**src/rtl/fx2_fifo_arbiter.sv**
```systemverilog
// rtl/fx2_fifo_arbiter.sv - FX2 slave-FIFO bus arbiter for command, reply and sample-data clients
module fx2_fifo_arbiter #(
    parameter logic [1:0] CMD_ADDR      = 2'b10,
    parameter logic [1:0] REPLY_ADDR    = 2'b01,
    parameter logic [1:0] DATA_ADDR     = 2'b00,
    parameter int         MAX_BURST     = 64,
    parameter int         FLUSH_TIMEOUT = 1024
) (
    input  logic       ifclk,
    input  logic       reset,
    output logic [1:0] fifoadr,
    output logic       sloe,
    output logic       slrd,
    output logic       slwr,
    output logic       pktend,
    input  logic [7:0] fd_in,
    output logic [7:0] fd_out,
    output logic       fd_oe,
    input  logic       flag_empty,
    input  logic       flag_full,
    output logic [7:0] cmd_data,
    output logic       cmd_valid,
    input  logic       cmd_ready,
    input  logic [7:0] reply_data,
    input  logic       reply_valid,
    input  logic       reply_last,
    output logic       reply_ready,
    input  logic [7:0] data_data,
    input  logic       data_valid,
    output logic       data_ready
);

    localparam int FW = $clog2(FLUSH_TIMEOUT + 1);

    typedef enum logic [2:0] {IDLE, SEL, READ, WRITE_R, WRITE_D, PKTEND} state_t;

    state_t        state, next_state, sel_target, arb_target;
    logic [1:0]    arb_addr;
    logic          arb_req;
    logic [7:0]    burst;
    logic          burst_done;
    logic [FW-1:0] flush_cnt;
    logic          flush_due;
    logic          dirty;
    logic          cmd_known_empty;
    logic [3:0]    empty_idle_cnt;

    assign burst_done = (burst == 8'(MAX_BURST));
    assign flush_due  = dirty && (flush_cnt == FW'(FLUSH_TIMEOUT));

    always_comb begin
        arb_req    = 1'b1;
        arb_target = IDLE;
        arb_addr   = CMD_ADDR;
        if (reply_valid) begin
            arb_target = WRITE_R;
            arb_addr   = REPLY_ADDR;
        end else if (flush_due) begin
            arb_target = PKTEND;
            arb_addr   = DATA_ADDR;
        end else if (!cmd_known_empty) begin
            arb_target = READ;
            arb_addr   = CMD_ADDR;
        end else if (data_valid) begin
            arb_target = WRITE_D;
            arb_addr   = DATA_ADDR;
        end else begin
            arb_req    = 1'b0;
        end
    end

    always_ff @(posedge ifclk) begin
        if (reset) begin
            state <= IDLE;
        end else begin
            state <= next_state;
        end
    end

    always_comb begin
        next_state = state;
        case (state)
            IDLE:    if (arb_req) next_state = SEL;
            SEL:     next_state = sel_target;
            READ:    if (flag_empty || burst_done || reply_valid) next_state = IDLE;
            WRITE_R: begin
                if (slwr && reply_last)           next_state = PKTEND;
                else if (flag_full || burst_done) next_state = IDLE;
            end
            WRITE_D: if (!data_valid || flag_full || burst_done || reply_valid) next_state = IDLE;
            PKTEND:  next_state = IDLE;
            default: next_state = IDLE;
        endcase
    end

    // Strobes are suppressed on the exit cycle so a grant never exceeds MAX_BURST
    always_comb begin
        slrd        = 1'b0;
        reply_ready = 1'b0;
        data_ready  = 1'b0;
        fd_out      = data_data;
        if (state == WRITE_R) fd_out = reply_data;
        if (!reset) begin
            slrd        = (state == READ) && !flag_empty && (!cmd_valid || cmd_ready)
                          && !burst_done && !reply_valid;
            reply_ready = (state == WRITE_R) && reply_valid && !flag_full && !burst_done;
            data_ready  = (state == WRITE_D) && data_valid && !flag_full && !burst_done
                          && !reply_valid;
        end
        slwr = reply_ready || data_ready;
    end

    always_ff @(posedge ifclk) begin
        if (reset) begin
            fifoadr         <= CMD_ADDR;
            sel_target      <= IDLE;
            sloe            <= 1'b0;
            fd_oe           <= 1'b0;
            pktend          <= 1'b0;
            cmd_data        <= 8'h00;
            cmd_valid       <= 1'b0;
            burst           <= 8'd0;
            flush_cnt       <= '0;
            dirty           <= 1'b0;
            cmd_known_empty <= 1'b0;
            empty_idle_cnt  <= 4'd0;
        end else begin
            if (state == IDLE && arb_req) begin
                fifoadr    <= arb_addr;
                sel_target <= arb_target;
            end
            sloe   <= (next_state == READ);
            fd_oe  <= (next_state == WRITE_R) || (next_state == WRITE_D);
            pktend <= (next_state == PKTEND);

            if (next_state == SEL) begin
                burst <= 8'd0;
            end else if (slrd || slwr) begin
                burst <= burst + 8'd1;
            end

            if (slrd) begin
                cmd_data  <= fd_in;
                cmd_valid <= 1'b1;
            end else if (cmd_valid && cmd_ready) begin
                cmd_valid <= 1'b0;
            end

            if (data_ready) begin
                dirty     <= 1'b1;
                flush_cnt <= '0;
            end else if (state == PKTEND && fifoadr == DATA_ADDR) begin
                dirty     <= 1'b0;
                flush_cnt <= '0;
            end else if (dirty && state != WRITE_D && !flush_due) begin
                flush_cnt <= flush_cnt + 1'b1;
            end

            // Known-empty mark keeps an idle command endpoint from hogging arbitration
            if (state == READ && next_state == IDLE && flag_empty) begin
                cmd_known_empty <= 1'b1;
                empty_idle_cnt  <= 4'd0;
            end else if (state == IDLE && arb_req && arb_target != READ) begin
                cmd_known_empty <= 1'b0;
            end else if (cmd_known_empty && state == IDLE) begin
                if (empty_idle_cnt == 4'd15) cmd_known_empty <= 1'b0;
                empty_idle_cnt <= empty_idle_cnt + 4'd1;
            end
        end
    end

endmodule

```
**config.mk**
```make
export PLATFORM = sky130hd
export DESIGN_NAME = fx2_fifo_arbiter
export DESIGN_NICKNAME = d
export VERILOG_FILES = /design/src/rtl/fx2_fifo_arbiter.sv
export SDC_FILE = /design/constraint.sdc
export NUM_CORES = 1
export LEC_CHECK = 0
export ABC_AREA = 1
export CORE_MARGIN = 4
export CORE_UTILIZATION = 41
export CTS_CLUSTER_DIAMETER = 100
export CTS_CLUSTER_SIZE = 28
export DETAILED_ROUTE_END_ITERATION = 12
export DONT_BUFFER_PORTS = 1
export PLACE_DENSITY = 0.65
export SETUP_SLACK_MARGIN = 0.02
export SLEW_MARGIN = 20
export SYNTH_ARGS = -nofsm -noshare
export SYNTH_HDL_FRONTEND = slang
export SYNTH_SLANG_ARGS = --single-unit
```
**constraint.sdc**
```tcl
create_clock -name ifclk -period 1.8 [get_ports ifclk]
set_input_delay 0.45 -clock ifclk [delete_from_list [all_inputs] [get_ports ifclk]]
set_output_delay 0.45 -clock ifclk [all_outputs]
set_load 0.05 [all_outputs]
```
==> metrics.md, run 1 <==
| Metric | Value |
|---|---|
| Worst slew pin tran | 0.516 ns |
| Post-synth cell types | 33 |
| GRT Overall Usage | 16.4% |
| Crit path kind | flip-flop to output port |
| Fin area | 3400 um^2 |
| Die Height | 84.6 um |
| Routability-driven placement congestion ratio | 0.840 |
| Setup repair after global routing missed its margin | true |
| Sequential cell area fraction in the yosys report | 37.5% |
| Fraction of layout cells with a size suffix above 1 | 37.7% |
| Htree depth | 2 |
| Drt pass-1 iters | 4 |
| Final worst setup slack | -0.192 ns |
| Dpl cell area | 2880 um^2 |
| Cell Pwr Density | 663 nW/um^2 |
| Grt met3 use | 5.50% |
| CP max FO | 4 |
| Via Count | 2307 |
| Placed cell count | 445 |
| ANT nets after route | 0 |
| Clock skew | 0.0114 ns |
| Latest clock arrival within the worst-skew pair | 0.30 ns |
| Drt initial violations | 70 |
| Vias per cell | 4.94 |
| First-pass GRT wire length | 9720 um |
| Hold_buf cts | 0 |
| TritonCTS Buffers | 5 |
| Sequential Area | 908 um^2 |
| Final hold vios | 0 |
| CP max-delay cell | dfxtp_2 |
| Flops & latches, synth | 45 |
| Clk sink count | 45 |
| Final-stage net count | 431 |
| Minimum clock period | 1.99 ns |
| Pins over their slew limit | 0 |
| Status | complete, but fails checks |
| Leakage power | 1.42 nW |
| Antenna violations before repair | 0 |
| Layout fillers | 504 |
| Post-Syn Instances | 341 |
| GR Overflow Total | 0 |
| Routing usage on met2 | 29.0% |
| Worst hold path type | input pin to flip-flop |
| Worst path most repeated cell | nand2_4 |
| Startpoint types | flip-flop |
| Grt met1 use | 18.9% |
| Grt peak-use layer | met2 |
| Number of global-route vias before repair | 2211 |
| Slowest cell delay on critical path | 0.33 ns |
| Input/output buffers | 0 |
| Fin crit share | 111% |
| DRC viols | 0 |
| Setup TNS | -2.39 ns |
| Per-cell routed wire length | 13.1 um |
| Largest net degree at the start of global routing | 16 |
| Required @ worst endpoint | 1.35 ns |
| Worst vdd ir | 485 uV |
| Rel. slew slack | 65.6% |
| Final setup fails | 22 |
| Starting Density | 42.9% |
| Layout area overhead | 41.5% |
| DP Worst Slack | -0.0650 ns |
| Failing checks | setup timing |
| Multi-input gate area | 1520 um^2 |
| Maxcap violations | 0 |
| TritonCTS clock tree | yes |
| Mean post-synth cell area | 7.05 um^2 |
| Die area | 7150 um^2 |
| Antenna cells | 0 |
| # rows | 27 |
| Drt total wl | 6110 um |
| CP Data Arrival Time | 1.54 ns |
| Clk pin slew, worst setup/hold paths | 0.09 ns |
| Final Non-Filler Cells | 467 |
| Fmax | 502 MHz |
| Yosys Warn Count | 0 |
| DP HPWL | 4360 um |
| Max clock buf depth | 2 |
| Core area | 5610 um^2 |
| Crit. End Element | output port |
| Die width | 84.6 um |
| I/O Pins | 58 |
| Mapped cell area | 2400 um^2 |
| Total power | 2.26 mW |
| Root Buffer | clkbuf_8 |
| Worst-path cell chain | inv_2 -> ha_4 -> nand2_4 -> nor2_4 -> buf_6 -> nand2_8 -> nand4_4 -> nand2_4 -> buf_8 |
| Synth Net Count | 378 |
## layer usage
metal / wire length (um) / part of all wire (%)
met1: 2580 / 42
met3: 448 / 7.3
met2: 3000 / 49
met5: 0 / 0
met4: 80 / 1.3
## per-stage QoR
stage | hold slack [ns] | utilization (%)
2_1_floorplan | 0.441 | -
3_3_place_gp | 0.446 | 51.4
3_5_place_dp | 0.448 | 51.4
4_1_cts | 0.197 | 57.4
5_1_grt | 0.165 | 60.7
6_report | 0.187 | 60.7
## Yosys cell counts, drive strengths merged
master / number / area, um^2
or4: 1 / 7.51
nand3: 29 / 180
dfxtp: 45 / 901
inv: 50 / 188
and3: 1 / 6.26
o21bai: 1 / 18.8
clkinv: 1 / 3.75
o21ai: 13 / 76.3
buf: 2 / 16.3
xnor2: 2 / 17.5
ha: 5 / 62.6
nor2: 32 / 158
nand4: 8 / 56.3
xor2: 9 / 78.8
nor4: 1 / 6.26
or2: 1 / 6.26
nand2: 105 / 442
a21oi: 22 / 110
nor3: 10 / 55.1
o21a: 1 / 7.51
clkbuf: 2 / 7.51
## layout make-up
cell class                      count  area share (%)
Sequential cell                    45            26.7
Multi-Input combinational cell    241            44.7
Timing Repair Buffer               50            16.4
Inverter                           51            6.10
Tap cell                           72            2.65
Clock buffer                        5            2.02
Clock inverter                      3            1.36
## placed cells by master (no fill, tap or decap), types with 2 or more instances in the layout
master,synthesis,layout
nand2_1,92,73
dfxtp_1,45,39
inv_1,40,32
buf_4,0,31
nand3_1,25,22
a21oi_1,22,21
nand2_2,10,19
nor2_1,19,17
inv_2,10,14
buf_12,0,12
nand2_4,3,11
nor2_2,12,11
xor2_1,9,8
nand4_1,7,7
nor3_1,9,6
dfxtp_2,0,6
nand3_4,2,5
o21ai_1,3,5
o21ai_0,7,5
clkbuf_8,0,5
buf_6,1,5
nor2_4,1,4
ha_1,5,4
inv_4,0,3
o21ai_2,3,3
nor3_2,1,3
nand2_8,0,2
nand3_2,2,2
xnor2_1,2,2
buf_8,0,2
## path summary, 6_finish.rpt
check | from | slack, ns | cells past startpoint | endpoint
setup / recovery | burst[1] | -0.19 | 9 | slwr
hold / removal | reset | 0.19 | 1 | state[1]
setup reg to reg | burst[0] | -0.19 | 16 | burst[1]
hold reg to reg | sel_target[0] | 0.46 | 2 | sel_target[0]
## what timing repair did
action	CTS	global route
endpoints found under the setup margin	20	38
buffers inserted	9	6
resized for setup	48	36
pin swaps	12	13
## worst max-delay path, delay by kind of cell (launching register included)
family,cells,cell delay (ns)
buffers and inverters,3,0.36
flip-flops,1,0.33
AND/OR/NAND/NOR,5,0.39
adder cells (fa/ha/maj),1,0.15
## cell families after synthesis
family | Yosys count | synth area share, %
xor gates and xnor gates | 11 | 4.01
adders and majority gates | 5 | 2.60
AOI/OAI and AO/OA | 37 | 8.85
buffers and inverters | 55 | 8.95
and+or+nand+nor | 188 | 38.1
DFF | 45 | 37.5
## power by group
group / total [mW] / switching (mW) / internal (mW)
Combinational: 0.420 / 0.246 / 0.173
Sequential: 1.06 / 0.0409 / 1.02
Clock: 0.772 / 0.357 / 0.415
Total: 2.26 / 0.644 / 1.61
## state kept, by name, summed over array words and instances, names as in the netlist
signal	flops
cmd_data	8
state	3
pktend	1
flush_cnt	11
dirty	1
fd_oe	1
burst	8
empty_idle_cnt	4
sel_target	3
cmd_known_empty	1
sloe	1
cmd_valid	1
fifoadr	2
Power figures use the tool's default switching activity.
==> inputs of run 2 (changes only) <==
clock period = 2.5 ns   (was 1.8 ns; I/O delays follow)
==> run 2 against run 1 <==
Clock skew is 0.0059 ns lower; first-iteration DRC count is 2.9% lower; sequential power is 26% lower; the flow now finishes without violations; global-route usage is 1.9 points lower; final cell count is 9.4% lower; register-to-register slack better by 0.70 ns; power is 33% lower; core utilization is 14 points lower; non-clock buffer count is 44 lower; hold slack better by 0.20 ns; clock power is 29% lower; critical path depth is 2 lower.
==> metrics.md, run 2 (same netlist as run 1, synthesis figures left out) <==
| Metric | Value |
|---|---|
| Status | finished, final reports clean |
| Crit. End Element | output port |
| Hold_buf cts | 0 |
| Minimum clock period | 2.35 ns |
| Biggest register | flush_cnt |
| CP max-delay cell | clkinv_1 |
| Die Height | 84.6 um |
| First-pass GRT wire length | 8690 um |
| Largest register FFs | 11 |
| Via Count | 2104 |
| Rel. slew slack | 61.6% |
| Final hold slack | 0.386 ns |
| Root Buffer | clkbuf_8 |
| Top flop regs | flush_cnt (11), burst (8), cmd_data (8) |
| Final hold vios | 0 |
| Slowest cell delay on critical path | 0.37 ns |
| Fmax | 425 MHz |
| Antenna cells | 0 |
| DRC viols | 0 |
| Largest net degree at the start of global routing | 16 |
| ANT nets after route | 0 |
| Die width | 84.6 um |
| Setup TNS | 0 ns |
| Final Core Density | 47.1% |
| TritonCTS clock tree | yes |
| Grt peak-use layer | met2 |
| Per-cell routed wire length | 11.8 um |
| Internal power | 1.08 mW |
| Core area | 5610 um^2 |
| TritonCTS Buffers | 5 |
| Die area | 7150 um^2 |
| DP HPWL | 3910 um |
| Crit path kind | flip-flop to output port |
| Fraction of layout cells with a size suffix above 1 | 17.1% |
| # rows | 27 |
| Clock skew | 0.00553 ns |
| Htree depth | 2 |
| Setup repair after global routing missed its margin | false |
| Grt met3 use | 4.91% |
| Number of global-route vias before repair | 1937 |
| Total power | 1.50 mW |
| Starting Density | 42.9% |
| Worst-path cell chain | inv_1 -> ha_1 -> nand2_1 -> nor2_1 -> a21oi_1 -> nand3_1 -> clkinv_1 |
| Vias per cell | 4.97 |
| Final setup fails | 0 |
| Required @ worst endpoint | 1.88 ns |
| Latest clock arrival within the worst-skew pair | 0.29 ns |
| Pins over their slew limit | 0 |
| Clk pin slew, worst setup/hold paths | 0.09 ns |
| CP Data Arrival Time | 1.73 ns |
| Final-stage net count | 387 |
| Cell Pwr Density | 567 nW/um^2 |
| Clk sink count | 45 |
| Grt met1 use | 19.1% |
| Worst slew pin tran | 0.575 ns |
| Post-CTS setup buffers | 0 |
| Clock Power Share | 36.8% |
| Cts repair resizes | 0 |
| Leakage power | 1.12 nW |
| Routability-driven placement congestion ratio | 0.830 |
| Max clock buf depth | 2 |
| I/O Pins | 58 |
| GR Overflow Total | 0 |
| Antenna violations before repair | 0 |
| Input/output buffers | 0 |
| Commonest cells after routing, fill and taps aside | nand2_1, dfxtp_1, inv_1 |
| Worst hold path type | input pin to flip-flop |
| GRT Overall Usage | 14.5% |
| Layout area overhead | 9.94% |
| Fin crit share | 94.2% |
| Logic gate share of total power | 11.2% |
| Layout fillers | 584 |
| Most common cell after layout, fill and taps aside | nand2_1 |
| Routing usage on met2 | 22.4% |
| Drt total wl | 5000 um |
| P_sw | 423 uW |
| Maxcap violations | 0 |
| Drt pass-1 iters | 4 |
| Sw Ratio | 28.2% |
| Sequential share of power | 52.1% |
| Worst vdd ir | 384 uV |
| Startpoint types | flip-flop |
| CP max FO | 4 |
| Drt initial violations | 68 |
[run 2: changes by cell type in the layout (fill, tap and decap cells not counted), moves of 4 or more]
cell | previous run | this run
nand2_2 | 19 | 10
dfxtp_2 | 6 | 0
nand2_4 | 11 | 3
buf_6 | 5 | 0
dfxtp_1 | 39 | 45
buf_4 | 31 | 5
inv_2 | 14 | 10
nand2_1 | 73 | 92
buf_12 | 12 | 1
inv_1 | 32 | 40
[run 2: layout make-up]
| class | instances | area, um^2 | share of cell area [%] |
|---|---|---|---|
| multi-input combinational | 241 | 1290 | 48.7 |
| sequential | 45 | 901 | 34.1 |
| inverter | 51 | 191 | 7.24 |
| tap | 72 | 90.1 | 3.41 |
| clock buffer | 5 | 68.8 | 2.60 |
| timing repair buffer | 6 | 57.6 | 2.18 |
| clock inverter | 3 | 46.3 | 1.75 |
[run 2: routing by layer]
| layer | routed length, um | part of all wire (%) | up-vias |
|---|---|---|---|
| li1 | - | - | 1098 |
| met1 | 2310 | 46 | 922 |
| met2 | 2150 | 43 | 80 |
| met3 | 494 | 9.9 | 4 |
| met4 | 42 | 0.84 | 0 |
| met5 | 0 | 0 | - |
[run 2: power groups by stage]
stage | combinational [mW] | clock, mW | sequential [mW]
2_1_floorplan | 0.145 | 0 | 0.793
3_3_place_gp | 0.168 | 0 | 0.798
3_5_place_dp | 0.167 | 0 | 0.798
4_1_cts | 0.168 | 0.572 | 0.781
5_1_grt | 0.188 | 0.605 | 0.783
6_report | 0.168 | 0.551 | 0.781
[run 2: path summary, 6_finish.rpt]
path,startpoint,end,slack (ns),cells past startpoint
worst min-delay path,reset,cmd_valid,0.39,1
worst max register to register,burst[0],burst[1],0.51,12
worst min register to register,sel_target[0],sel_target[0],0.47,2
worst max-delay path,burst[0],slrd,0.15,7
[run 2: critical path, delay by kind of cell (launching register included)]
kind	cells	cell delay [ns]
buf+inv	2	0.46
flops	1	0.36
simple gates	3	0.34
fa+ha+maj	1	0.15
compound gates	1	0.13
[run 2: metrics by stage]
stage | worst slack [ns] | instance area, um^2 | instances
after detailed placement | 0.417 | 2530 | 415
after global routing | 0.0412 | 2640 | 423
after floorplan | 0.445 | 2400 | 341
after global placement | 0.419 | 2530 | 415
after CTS | 0.135 | 2640 | 423
final | 0.146 | 2640 | 423
==> inputs of run 3 (changes only) <==
CORE_UTILIZATION = 45   (was 41)
PLACE_DENSITY = 0.7   (was 0.65)
SKIP_LAST_GASP = 1   (was default)
==> run 3 against run 2 <==
Global-route usage increased by 1.2 points; final cell count is 0.71% lower; sequential cell count stayed put; non-clock buffer count fell by 1; die area shrank 8.1%; hold slack lost 0.0098 ns; largest cell class unchanged.
==> metrics.md, run 3 (same netlist as run 1, synthesis figures left out) <==
| Metric | Value |
|---|---|
| CP Data Arrival Time | 1.73 ns |
| Crit. End Element | output port |
| Fin area | 2620 um^2 |
| Number of global-route vias before repair | 1913 |
| Die area | 6580 um^2 |
| # rows | 26 |
| Core area | 5140 um^2 |
| Drt initial violations | 93 |
| TritonCTS Buffers | 5 |
| DP HPWL | 3920 um |
| Grt met1 use | 18.6% |
| Final Core Density | 51.0% |
| CP max FO | 4 |
| Grt peak-use layer | met2 |
| R2r startpoint | burst[0] |
| Per-cell routed wire length | 12.0 um |
| Placed cell count | 412 |
| Cell Pwr Density | 535 nW/um^2 |
| Root Buffer | clkbuf_8 |
| Routability-driven placement congestion ratio | 0.857 |
| TritonCTS clock tree | yes |
| Fin crit share | 94.1% |
| R2R Path End | burst[3] |
| HP Start | reset |
| Worst slew pin tran | 0.573 ns |
| Drt total wl | 5030 um |
| Cts repair resizes | 0 |
| DRC viols | 0 |
| Pins over their slew limit | 0 |
| Startpoint types | flip-flop |
| Fmax | 425 MHz |
| Final-stage net count | 386 |
| GR Overflow Total | 0 |
| Htree depth | 2 |
| ANT nets after route | 0 |
| Layout area overhead | 9.00% |
| Final hold vios | 0 |
| Worst Setup SP | burst[0] |
| Input/output buffers | 0 |
| Routing usage on met2 | 25.9% |
| Crit path kind | flip-flop to output port |
| Largest register FFs | 11 |
| Clk pin slew, worst setup/hold paths | 0.09 ns |
| Setup repair after global routing missed its margin | true |
| Leakage power | 1.09 nW |
| Biggest register | flush_cnt |
| Final Non-Filler Cells | 420 |
| Commonest cells after routing, fill and taps aside | nand2_1, dfxtp_1, inv_1 |
| Die width | 81.1 um |
| Antenna violations before repair | 0 |
| Clk sink count | 45 |
| GRT Overall Usage | 15.7% |
| Starting Density | 46.8% |
| Largest net degree at the start of global routing | 16 |
| R2R depth | 12 |
| Drt pass-1 iters | 4 |
| Minimum clock period | 2.35 ns |
| Via Count | 2096 |
| Die Height | 81.1 um |
| Setup TNS | 0 ns |
| Fraction of layout cells with a size suffix above 1 | 17.7% |
| Rel. slew slack | 61.8% |
| Hold_buf cts | 0 |
| Required @ worst endpoint | 1.88 ns |
| Maxcap violations | 0 |
| Dpl cell area | 2520 um^2 |
| Hold-critical path depth | 1 |
| First-pass GRT wire length | 8090 um |
| Grt met3 use | 4.99% |
| Layout fillers | 537 |
| Total power | 1.40 mW |
| Max clock buf depth | 2 |
| Clock skew | 0.0102 ns |
| Worst hold path type | input pin to flip-flop |
| Vias per cell | 4.99 |
| Worst vdd ir | 341 uV |
| Status | finished, final reports clean |
| Final setup fails | 0 |
| I/O Pins | 58 |
| Hold EP | dirty |
| Post-CTS setup buffers | 0 |
| Top flop regs | flush_cnt (11), burst (8), cmd_data (8) |
| Latest clock arrival within the worst-skew pair | 0.30 ns |
| Antenna cells | 0 |
| R2R Setup Slk | 0.46 ns |
| Most common cell after layout, fill and taps aside | nand2_1 |
==> run 3: worst max-delay path by stage <==
stage                       endpoint  slack, ns
after floorplan                 slrd       0.45
after global placement    data_ready       0.45
after detailed placement        slrd       0.40
after CTS                       slrd       0.06
after global routing            slrd      0.009
final                           slrd       0.15
==> run 3: where the power goes <==
group,switching (mW),internal (mW),total (mW)
Sequential,0.0445,0.735,0.780
Clock,0.255,0.198,0.454
Combinational,0.126,0.0417,0.168
==> run 3: critical path, stage by stage (launching register included) <==
cell        delay (ns)
dfxtp_1           0.40
inv_1             0.08
ha_1              0.20
nand2_1           0.07
nor2_1            0.07
a21oi_1           0.23
nand3_2           0.14
clkinvlp_4        0.24
==> run 3: metrics by stage <==
step	hold WS (ns)	setup WS, ns
floorplan	0.441	0.445
global placement	0.448	0.446
detailed placement	0.449	0.405
CTS	0.364	0.0562
global route	0.356	0.00946
finish	0.376	0.147
==> run 3: cell type report <==
class | instances | area, um^2 | area share (%)
Clock inverter | 3 | 21.3 | 0.811
Timing Repair Buffer | 5 | 50.0 | 1.91
Multi-Input combinational cell | 241 | 1290 | 49.4
Sequential cell | 45 | 901 | 34.4
Inverter | 51 | 199 | 7.59
Clock buffer | 5 | 68.8 | 2.63
Tap cell | 70 | 87.6 | 3.34
==> run 3: metal layers <==
metal | up-vias | routed length [um]
li1 | 1100 | -
met1 | 929 | 2310
met2 | 61 | 2260
met3 | 6 | 370
met4 | 0 | 85
met5 | - | 0
